## src/rtl/polar_pkg.sv

```systemverilog
// Shared frame geometry and controller state encoding for the channel loader.
package polar_pkg;

   localparam int N     = 1024;   // LLRs per frame
   localparam int P     = 64;     // LLR lanes per packed word
   localparam int Q     = 6;      // stored LLR width
   localparam int IN_W  = 8;      // incoming LLR width
   localparam int WORDS = N / P;  // packed words per frame
   localparam int CNT_W = 5;      // width of the word-index output

   typedef enum logic [1:0] {
      IDLE = 2'd0,
      FILL = 2'd1,
      RUN  = 2'd2
   } state_e;

endpackage

```

## src/rtl/channel_loader_if.sv

```systemverilog
// Serial LLR input, packed-word output and frame control signals of the loader.
interface channel_loader_if #(
   parameter int P    = polar_pkg::P,
   parameter int Q    = polar_pkg::Q,
   parameter int IN_W = polar_pkg::IN_W
) ();

   logic                          start;
   logic                          abort;
   logic                          in_valid;
   logic signed [IN_W-1:0]        in_llr;
   logic                          in_ready;
   logic [P*Q-1:0]                W_channel;
   logic [polar_pkg::CNT_W-1:0]   channel_count;
   logic                          channel_ready;
   logic                          channel;
   logic                          decode_done;
   logic                          frame_loaded;

   // Side that feeds samples and controls the frame (host / decoder)
   modport master (
      output start, abort, in_valid, in_llr, decode_done,
      input  in_ready, W_channel, channel_count, channel_ready, channel, frame_loaded
   );

   // Side implemented by the loader
   modport slave (
      input  start, abort, in_valid, in_llr, decode_done,
      output in_ready, W_channel, channel_count, channel_ready, channel, frame_loaded
   );

endinterface

```

## src/rtl/llr_sat.sv

```systemverilog
// Symmetric saturation of an IN_W-bit LLR to Q bits; the most negative code is
// never produced so the stored range is +-(2^(Q-1)-1).
module llr_sat #(
   parameter int IN_W = 8,
   parameter int Q    = 6
) (
   input  logic signed [IN_W-1:0] llr_i,
   output logic signed [Q-1:0]    llr_o
);

   localparam int                     MAXI = (1 << (Q - 1)) - 1;
   localparam logic signed [IN_W-1:0] HI   = IN_W'(MAXI);
   localparam logic signed [IN_W-1:0] LO   = IN_W'(-MAXI);

   // Clamp to the symmetric range, otherwise pass the low Q bits through
   always_comb begin
      if (llr_i > HI) begin
         llr_o = HI[Q-1:0];
      end else if (llr_i < LO) begin
         llr_o = LO[Q-1:0];
      end else begin
         llr_o = llr_i[Q-1:0];
      end
   end

endmodule

```

## src/rtl/channel_loader.sv

```systemverilog
// Channel loader: packs a serial stream of saturated LLRs into P-lane words,
// strobes each completed word to the decoder storage and hands ownership of
// the storage to the decoder once the whole frame is written.
module channel_loader #(
   parameter int N    = polar_pkg::N,
   parameter int P    = polar_pkg::P,
   parameter int Q    = polar_pkg::Q,
   parameter int IN_W = polar_pkg::IN_W
) (
   input  logic            clk,
   input  logic            rst,
   channel_loader_if.slave bus
);

   import polar_pkg::state_e;
   import polar_pkg::IDLE;
   import polar_pkg::FILL;
   import polar_pkg::RUN;
   import polar_pkg::CNT_W;

   localparam int WORDS  = N / P;
   localparam int LANE_W = (P > 1) ? $clog2(P) : 1;
   localparam int WORD_W = (WORDS > 1) ? $clog2(WORDS) : 1;

   state_e              state_q, state_d;
   logic [LANE_W-1:0]   lane_q, lane_d;
   logic [WORD_W-1:0]   wcnt_q, wcnt_d;
   logic [P*Q-1:0]      pack_q, pack_d;
   logic [P*Q-1:0]      wchan_q;
   logic [CNT_W-1:0]    ccnt_q;
   logic                crdy_q;
   logic                chan_q, chan_d;
   logic                fl_q, fl_d;

   logic signed [Q-1:0] sat_llr;
   logic                in_ready;
   logic                accept;
   logic                lane_last;
   logic                word_last;

   llr_sat #(
      .IN_W (IN_W),
      .Q    (Q)
   ) u_sat (
      .llr_i (bus.in_llr),
      .llr_o (sat_llr)
   );

   assign lane_last = (lane_q == LANE_W'(P - 1));
   assign word_last = (wcnt_q == WORD_W'(WORDS - 1));

   // FSM state register
   always_ff @(posedge clk or negedge rst) begin
      if (!rst) begin
         state_q <= IDLE;
      end else begin
         state_q <= state_d;
      end
   end

   // FSM next state; abort outranks start, the final acceptance and decode_done
   always_comb begin
      state_d = state_q;
      case (state_q)
         IDLE: if (bus.start && !bus.abort) state_d = FILL;
         FILL: begin
            if (bus.abort) begin
               state_d = IDLE;
            end else if (accept && lane_last && word_last) begin
               state_d = RUN;
            end
         end
         RUN:  if (bus.abort || bus.decode_done) state_d = IDLE;
         default: state_d = IDLE;
      endcase
   end

   // FSM outputs: input handshake, storage ownership and the frame-done pulse
   always_comb begin
      in_ready = (state_q == FILL);
      accept   = in_ready && bus.in_valid && !bus.abort;
      // channel rises the cycle after the last strobe and stays up while RUN lasts
      chan_d   = (state_q == RUN) && (state_d == RUN);
      // the only strobe seen while in RUN is the one for the last word
      fl_d     = crdy_q && chan_d;
   end

   // Lane/word counters: cleared on a new frame or abort, word index saturates
   always_comb begin
      lane_d = lane_q;
      wcnt_d = wcnt_q;
      if ((state_q == IDLE && bus.start) || bus.abort) begin
         lane_d = '0;
         wcnt_d = '0;
      end else if (accept) begin
         if (lane_last) begin
            lane_d = '0;
            if (!word_last) wcnt_d = wcnt_q + 1'b1;
         end else begin
            lane_d = lane_q + 1'b1;
         end
      end
   end

   // Word under assembly with the current sample merged into its lane
   always_comb begin
      pack_d = pack_q;
      pack_d[int'(lane_q) * Q +: Q] = sat_llr;
   end

   // Assembly buffer; every lane is rewritten before it is ever published
   always_ff @(posedge clk) begin
      if (accept) pack_q <= pack_d;
   end

   // Counters and published outputs; word/index are held between strobes
   always_ff @(posedge clk or negedge rst) begin
      if (!rst) begin
         lane_q  <= '0;
         wcnt_q  <= '0;
         wchan_q <= '0;
         ccnt_q  <= '0;
         crdy_q  <= 1'b0;
         chan_q  <= 1'b0;
         fl_q    <= 1'b0;
      end else begin
         lane_q <= lane_d;
         wcnt_q <= wcnt_d;
         crdy_q <= accept && lane_last;
         if (accept && lane_last) begin
            wchan_q <= pack_d;
            ccnt_q  <= CNT_W'(wcnt_q);
         end
         chan_q <= chan_d;
         fl_q   <= fl_d;
      end
   end

   assign bus.in_ready      = in_ready;
   assign bus.W_channel     = wchan_q;
   assign bus.channel_count = ccnt_q;
   assign bus.channel_ready = crdy_q;
   assign bus.channel       = chan_q;
   assign bus.frame_loaded  = fl_q;

endmodule
```

## src/flat_wrapper.sv

```systemverilog
// flat-port wrapper written by rule: the top's interface ports become plain ports
module channel_loader_flat import polar_pkg::state_e; import polar_pkg::IDLE; import polar_pkg::FILL; import polar_pkg::RUN; import polar_pkg::CNT_W;
#(
   parameter int N    = polar_pkg::N,
   parameter int P    = polar_pkg::P,
   parameter int Q    = polar_pkg::Q,
   parameter int IN_W = polar_pkg::IN_W
)
  (clk, rst, bus_start, bus_abort, bus_in_valid, bus_in_llr, bus_decode_done, bus_in_ready, bus_W_channel, bus_channel_count, bus_channel_ready, bus_channel, bus_frame_loaded);
  channel_loader_if #(.P(P), .Q(Q), .IN_W(IN_W)) bus_i ();
  input  logic clk;
  input  logic rst;
  input wire logic [$bits(bus_i.start)-1:0] bus_start;
  input wire logic [$bits(bus_i.abort)-1:0] bus_abort;
  input wire logic [$bits(bus_i.in_valid)-1:0] bus_in_valid;
  input wire logic [$bits(bus_i.in_llr)-1:0] bus_in_llr;
  input wire logic [$bits(bus_i.decode_done)-1:0] bus_decode_done;
  output wire logic [$bits(bus_i.in_ready)-1:0] bus_in_ready;
  output wire logic [$bits(bus_i.W_channel)-1:0] bus_W_channel;
  output wire logic [$bits(bus_i.channel_count)-1:0] bus_channel_count;
  output wire logic [$bits(bus_i.channel_ready)-1:0] bus_channel_ready;
  output wire logic [$bits(bus_i.channel)-1:0] bus_channel;
  output wire logic [$bits(bus_i.frame_loaded)-1:0] bus_frame_loaded;
  assign bus_i.start = bus_start;
  assign bus_i.abort = bus_abort;
  assign bus_i.in_valid = bus_in_valid;
  assign bus_i.in_llr = bus_in_llr;
  assign bus_i.decode_done = bus_decode_done;
  assign bus_in_ready = bus_i.in_ready;
  assign bus_W_channel = bus_i.W_channel;
  assign bus_channel_count = bus_i.channel_count;
  assign bus_channel_ready = bus_i.channel_ready;
  assign bus_channel = bus_i.channel;
  assign bus_frame_loaded = bus_i.frame_loaded;
  channel_loader #(.N(N), .P(P), .Q(Q), .IN_W(IN_W)) u_core (.clk(clk), .rst(rst), .bus(bus_i));
endmodule
```

## config.mk

```make
export PLATFORM = sky130hd
export DESIGN_NAME = channel_loader_flat
export DESIGN_NICKNAME = d
export VERILOG_FILES = /design/src/rtl/polar_pkg.sv /design/src/rtl/channel_loader_if.sv /design/src/rtl/llr_sat.sv /design/src/rtl/channel_loader.sv /design/src/flat_wrapper.sv
export SDC_FILE = /design/constraint.sdc
export NUM_CORES = 1
export LEC_CHECK = 0
export CORE_MARGIN = 5
export CORE_UTILIZATION = 46
export DETAILED_ROUTE_END_ITERATION = 10
export GPL_ROUTABILITY_DRIVEN = 0
export PLACE_DENSITY = 0.68
export SYNTH_ARGS = -nofsm -noshare
export SYNTH_HDL_FRONTEND = slang
export SYNTH_SLANG_ARGS = --single-unit
```

## constraint.sdc

```tcl
create_clock -name clk -period 25.2 [get_ports clk]
set_input_delay 5.04 -clock clk [delete_from_list [all_inputs] [get_ports clk]]
set_output_delay 5.04 -clock clk [all_outputs]
set_load 0.005 [all_outputs]
```

==> flow_metrics.env, run 1 <==
export IMPL_area_delta_synth_final_pct=23.16
export IMPL_cp_cell_sequence="clkdlybuf4s50_1, and3b_4, nand2_4, inv_8, buf_4, buf_4, mux2_2"
export IMPL_dr_pass1_iters=8
export IMPL_setup_tns_ns=0
export IMPL_ys_seq_area_share_pct=61.82
export IMPL_start_kind="input port"
export IMPL_coreArea_um2=75700
export IMPL_htreeDepth=3
export IMPL_hp_class="reg2reg"
export IMPL_syn_avg_cell_area_um2=13.19
export IMPL_finalInstanceArea_um2=43070
export IMPL_synth_ff_type="dfrtp_1"
export IMPL_nNetsFinal=3058
export IMPL_cp_arrival_ns=9.91
export IMPL_portBuffers=405
export IMPL_crit_top_cell="buf_4"
export IMPL_clkTransAtPathRegs_ns=0.06
export IMPL_track_usage_pct=25.27
export IMPL_dp_cells=3928
export IMPL_fin_worst_skew_ns=0.02841
export IMPL_synth_nets=2677
export IMPL_rows=101
export IMPL_finalWirelength_mm=106.4
export IMPL_synth_edf_count=384
export IMPL_grt_pass1_vias=24785
export IMPL_grt_antenna_before_repair=2
export IMPL_post_cts_setup_buffers=0
export IMPL_cts_buffers_inserted=81
export IMPL_yosysUniqueCellTypes=92
export IMPL_final_cell_mix="mux2_2, clkdlybuf4s50_1, dfrtp_1"
export IMPL_fin_ws_ns=15.83
export IMPL_fin_cells=4082
export IMPL_hold_viol_final=0
export IMPL_clock_sinks=787
export IMPL_drive_gt1_share_pct=26.24
export IMPL_grt_pass1_wl_mm=157.4
export IMPL_finish_utilization_pct=56.89
export IMPL_avgViaCountPerCell=5.915
export IMPL_required_ns=25.73
export IMPL_yosysWarnings=0
export IMPL_first_iter_violations=2264
export IMPL_vias=24143
export IMPL_slowest_stage="buf_4"
export IMPL_endpoint_kind="flip-flop"
export IMPL_cts_path_max_buffers=3
export IMPL_insertion_delay_ns=0.64
export IMPL_num_fill_cells=6021
export IMPL_final_max_slew_viol_count=0
export IMPL_slew_headroom_pct=11.14
export IMPL_cts_tree="built"
export IMPL_grt_overflow=0
export IMPL_placed_area_um2=40050
export IMPL_cpLargestDelayFamily="buffers and inverters"
export IMPL_vdd_ir_drop_worst_mv=0.04072
export IMPL_io_pins=407
export IMPL_total_power_mw=2.797
export IMPL_postRouteAntennaNets=0
export IMPL_worstPathMaxFanout=128
export IMPL_p_leak_nw=16.47
export IMPL_grt_max_degree=182
export IMPL_crit_path_max_incr_delay_ns=0.92
export IMPL_ctsRootBufferMaster="clkbuf_16"
export IMPL_cts_resized=0
export IMPL_die_h_um=285.7
export IMPL_ys_seq_elements=787
export IMPL_die_x_um=285.7
export IMPL_worst_pin_slew_ns=1.333
export IMPL_syn_inst=2652
export IMPL_setup_viol=0
export IMPL_holdWs_ns=0.4792
export IMPL_crit_buf_inv=4
export IMPL_final_common_cell="mux2_2"
export IMPL_drv_cap=0
export IMPL_worstSetupPathType="in2reg"
export IMPL_synthesis_area_um2=34970
export IMPL_hpwl_mm=74.54
export IMPL_outcome="finished clean"
export IMPL_period_needed_ns=9.375
export IMPL_dp_slack_ns=15.27
export IMPL_rsz0062_at_grt="false"
export IMPL_dieArea_um2=81630
export IMPL_async_reset_ff_share_pct=51.21
export IMPL_initial_core_util_pct=46.19
export IMPL_powerDensity_nw_per_um2=64.94
export IMPL_rrSetupSlack_ns=18.69
export IMPL_max_freq_ghz=0.1067
export IMPL_drc=0
export IMPL_ctsHoldBuffers=0
export IMPL_wl_per_cell_um=26.06
export IMPL_fin_crit_sh_pct=37.20
==> worst register-to-register path, cell delays in order, from the launching register on <==
cell     delay [ns]
dfrtp_1        0.32
buf_4          0.38
ha_1           0.38
inv_1          0.09
fa_1           0.47
xnor2_2        0.76
nor3_2         0.17
o21ai_2        0.28
nor3_1         0.11
ha_1           0.56
inv_1          0.62
nand3_1        0.96
nor3_1         0.62
mux2_2         0.41
mux2_2         0.26
==> synthesized netlist by cell type (35+ instances only) <==
cell        n  area (um^2)
a31oi_1    35        219.0
clkbuf_1  109        409.1
dfrtp_1   403        10080
edfxtp_1  384        11530
mux2_2    573         6452
nand2_1   237        889.6
nand3_1    53        265.3
nor2_1    267         1002
nor3_1     76        380.4
o21ai_0    78        390.4
o31ai_1    39        292.8
==> sequential cells by signal, indices dropped and copies added (netlist names) <==
signal,flops
u_core.bus.W_channel,384
u_core.bus.channel,1
u_core.bus.channel_count,4
u_core.bus.channel_ready,1
u_core.bus.frame_loaded,1
u_core.lane_q,6
u_core.pack_q,384
u_core.state_q,2
u_core.wcnt_q,4
==> metal layers <==
layer	vias to the layer above	global-route usage [%]	part of all wire, %
li1	10557	-	-
met1	12269	33.16	40
met2	1110	41.45	48
met3	207	5.865	8.4
met4	0	9.096	3.8
met5	-	0	0
==> area by class of cell <==
type	instances	area (um^2)	share of cell area (%)
Antenna cell	2	5.005	0.01162
Tap cell	978	1224	2.841
Timing Repair Buffer	443	4357	10.12
Inverter	25	101.3	0.2353
Multi-Input combinational cell	1695	12750	29.61
Sequential cell	787	21620	50.19
Clock inverter	48	754.5	1.752
Clock buffer	104	2256	5.238
==> report_power, final <==
| part | switching [mW] | internal (mW) | total [mW] |
|---|---|---|---|
| clock | 0.524 | 0.807 | 1.33 |
| sequential | 0.00242 | 1.36 | 1.36 |
| combinational | 0.0812 | 0.0247 | 0.106 |
==> path summary, 6_finish.rpt <==
path                                                  startpoint                                    end  cells past startpoint
min in group asynchronous                                    rst   u_core.bus.W_channel[54]$_DFFE_PN0P_                      1
max                                                    bus_abort  u_core.bus.W_channel[247]$_DFFE_PN0P_                      7
max in group asynchronous                                    rst  u_core.bus.W_channel[120]$_DFFE_PN0P_                      4
max reg2reg                         u_core.lane_q[0]$_DFFE_PN0P_  u_core.bus.W_channel[352]$_DFFE_PN0P_                     14
min reg2reg                u_core.bus.W_channel[126]$_DFFE_PN0P_  u_core.bus.W_channel[126]$_DFFE_PN0P_                      2
min                        u_core.bus.W_channel[126]$_DFFE_PN0P_  u_core.bus.W_channel[126]$_DFFE_PN0P_                      2
==> cells by family after synthesis <==
family | after synthesis | synth area share [%]
simple gates | 764 | 9.972
xor+xnor | 12 | 0.3614
fa+ha+maj | 11 | 0.4151
compound gates | 310 | 6.301
other cells | 1 | 0.01072
flops | 787 | 61.82
buf+inv | 170 | 1.968
mux | 597 | 19.15
(Power assumes the default switching activity.)
==> run 2, diff against run 1 <==
- clock period: 25.2 -> 9.8 ns (I/O delays scaled with it)
==> flow_metrics.env, run 2 (synthesis results as in run 1) <==
export IMPL_endpoint_kind="flip-flop"
export IMPL_hpwl_mm=74.90
export IMPL_postRouteAntennaNets=0
export IMPL_vias=24288
export IMPL_clkPwrFrac_pct=46.2
export IMPL_n_antenna_cell=0
export IMPL_finalInstanceArea_um2=42900
export IMPL_crit_buf_inv=3
export IMPL_vdd_ir_drop_worst_mv=0.1164
export IMPL_dp_slack_ns=3.677
export IMPL_initial_core_util_pct=46.19
export IMPL_p_leak_nw=16.40
export IMPL_setup_tns_ns=0
export IMPL_first_iter_violations=2304
export IMPL_max_freq_ghz=0.1586
export IMPL_slew_headroom_pct=6.152
export IMPL_insertion_delay_ns=0.64
export IMPL_clkTransAtPathRegs_ns=0.06
export IMPL_final_cell_mix="mux2_2, clkdlybuf4s50_1, dfrtp_1"
export IMPL_rsz0062_at_grt="false"
export IMPL_cts_tree="built"
export IMPL_worstPathMaxFanout=40
export IMPL_dr_pass1_iters=6
export IMPL_cpLargestDelayFamily="simple AND/OR/NAND/NOR gates"
export IMPL_outcome="finished clean"
export IMPL_track_usage_pct=25.61
export IMPL_fin_cells=4082
export IMPL_p_sw_mw=1.578
export IMPL_finish_utilization_pct=56.68
export IMPL_grt_pass1_vias=24518
export IMPL_grt_max_degree=191
export IMPL_grt_overflow=0
export IMPL_finalWirelength_mm=107.8
export IMPL_final_max_slew_viol_count=0
export IMPL_cp_cell_sequence="buf_4, ha_1, inv_1, fa_1, xnor2_2, nor3_2, o21ai_2, nor3_1, ha_1, inv_1, nand4_1, nor2_1, mux2_2, mux2_2"
export IMPL_grt_pass1_wl_mm=159.1
export IMPL_sw_frac_of_total_pct=22.51
export IMPL_fin_crit_sh_pct=64.33
export IMPL_dieArea_um2=81630
export IMPL_die_h_um=285.7
export IMPL_required_ns=10.32
export IMPL_grt_busiest_layer="met2"
export IMPL_placed_area_um2=40080
export IMPL_ctsHoldBuffers=0
export IMPL_grt_antenna_before_repair=5
export IMPL_hold_viol_final=0
export IMPL_coreArea_um2=75700
export IMPL_wl_per_cell_um=26.42
export IMPL_drc=0
export IMPL_grtUsageMet3_pct=5.729
export IMPL_powerDensity_nw_per_um2=163.5
export IMPL_crit_path_max_incr_delay_ns=1.05
export IMPL_hp_class="reg2reg"
export IMPL_setup_viol=0
export IMPL_cts_path_max_buffers=3
export IMPL_fin_ws_ns=3.495
export IMPL_start_kind="flip-flop"
export IMPL_holdWs_ns=0.4759
export IMPL_cts_resized=0
export IMPL_post_cts_setup_buffers=0
export IMPL_total_power_mw=7.013
export IMPL_io_pins=407
export IMPL_worstSetupPathType="reg2reg"
export IMPL_final_common_cell="mux2_2"
export IMPL_drv_cap=0
export IMPL_ctsRootBufferMaster="clkbuf_16"
export IMPL_period_needed_ns=6.305
export IMPL_worst_pin_slew_ns=1.408
export IMPL_drive_gt1_share_pct=26.06
export IMPL_use_met1_pct=34.30
export IMPL_clock_sinks=787
export IMPL_area_delta_synth_final_pct=22.69
export IMPL_cts_buffers_inserted=84
export IMPL_dp_cells=3924
export IMPL_rows=101
export IMPL_seqPwrFrac_pct=49.9
export IMPL_p_int_mw=5.435
export IMPL_power_frac_comb_pct=3.9
export IMPL_nNetsFinal=3057
export IMPL_slowest_stage="nand4_1"
export IMPL_cp_arrival_ns=6.83
export IMPL_htreeDepth=3
export IMPL_portBuffers=405
export IMPL_die_x_um=285.7
export IMPL_grt_util_met2_pct=41.37
export IMPL_fin_worst_skew_ns=0.01721
export IMPL_avgViaCountPerCell=5.950
==> run 2: changes by cell type in the layout (fill, tap and decap cells not counted), sizes merged <==
cell,before,now
clkinv,17,18
bufinv,16,6
clkinvlp,10,8
clkbuf,104,118
diode,2,0
inv,30,33
buf,39,35
==> run 2: metal layers <==
metal | vias to the layer above | routed length [um]
met1 | 12322 | 43590
met4 | 4 | 4202
met2 | 1187 | 50760
met3 | 224 | 9259
met5 | - | 27
li1 | 10551 | -
==> run 2: power by group through the flow <==
| stage | logic [mW] | registers [mW] | clock network, mW |
|---|---|---|---|
| after floorplan | 0.141 | 3.57 | 0 |
| after global placement | 0.264 | 3.56 | 0 |
| after detailed placement | 0.271 | 3.56 | 0 |
| after CTS | 0.272 | 3.50 | 3.30 |
| after global routing | 0.294 | 3.50 | 3.43 |
| final | 0.276 | 3.50 | 3.24 |
==> run 2: area by class of cell <==
class | count | area (um^2)
multi-input cells | 1695 | 12760
clock buffers | 118 | 2382
inverters | 25 | 101.3
clock inverters | 40 | 442.9
well taps | 978 | 1224
fillers | 6056 | 32790
flip-flops and latches | 787 | 21620
repair buffers | 439 | 4377
==> run 2: final timing paths <==
path	from	slack, ns	cells past startpoint	end
max	u_core.lane_q[0]$_DFFE_PN0P_	3.50	14	u_core.bus.W_channel[298]$_DFFE_PN0P_
min	u_core.bus.W_channel[254]$_DFFE_PN0P_	0.48	2	u_core.bus.W_channel[254]$_DFFE_PN0P_
max reg2reg	u_core.lane_q[0]$_DFFE_PN0P_	3.50	14	u_core.bus.W_channel[298]$_DFFE_PN0P_
min reg2reg	u_core.bus.W_channel[254]$_DFFE_PN0P_	0.48	2	u_core.bus.W_channel[254]$_DFFE_PN0P_
max in group asynchronous	rst	6.55	3	u_core.bus.W_channel[129]$_DFFE_PN0P_
min in group asynchronous	rst	1.28	1	u_core.bus.W_channel[143]$_DFFE_PN0P_
==> run 2: worst reg2reg max path, cell delays in order (launching register included) <==
cell and delay, ns:
dfrtp_1 0.32, buf_4 0.37, ha_1 0.34, inv_1 0.08
fa_1 0.44, xnor2_2 0.75, nor3_2 0.16, o21ai_2 0.27
nor3_1 0.10, ha_1 0.53, inv_1 0.61, nand4_1 1.05
nor2_1 0.53, mux2_2 0.39, mux2_2 0.27
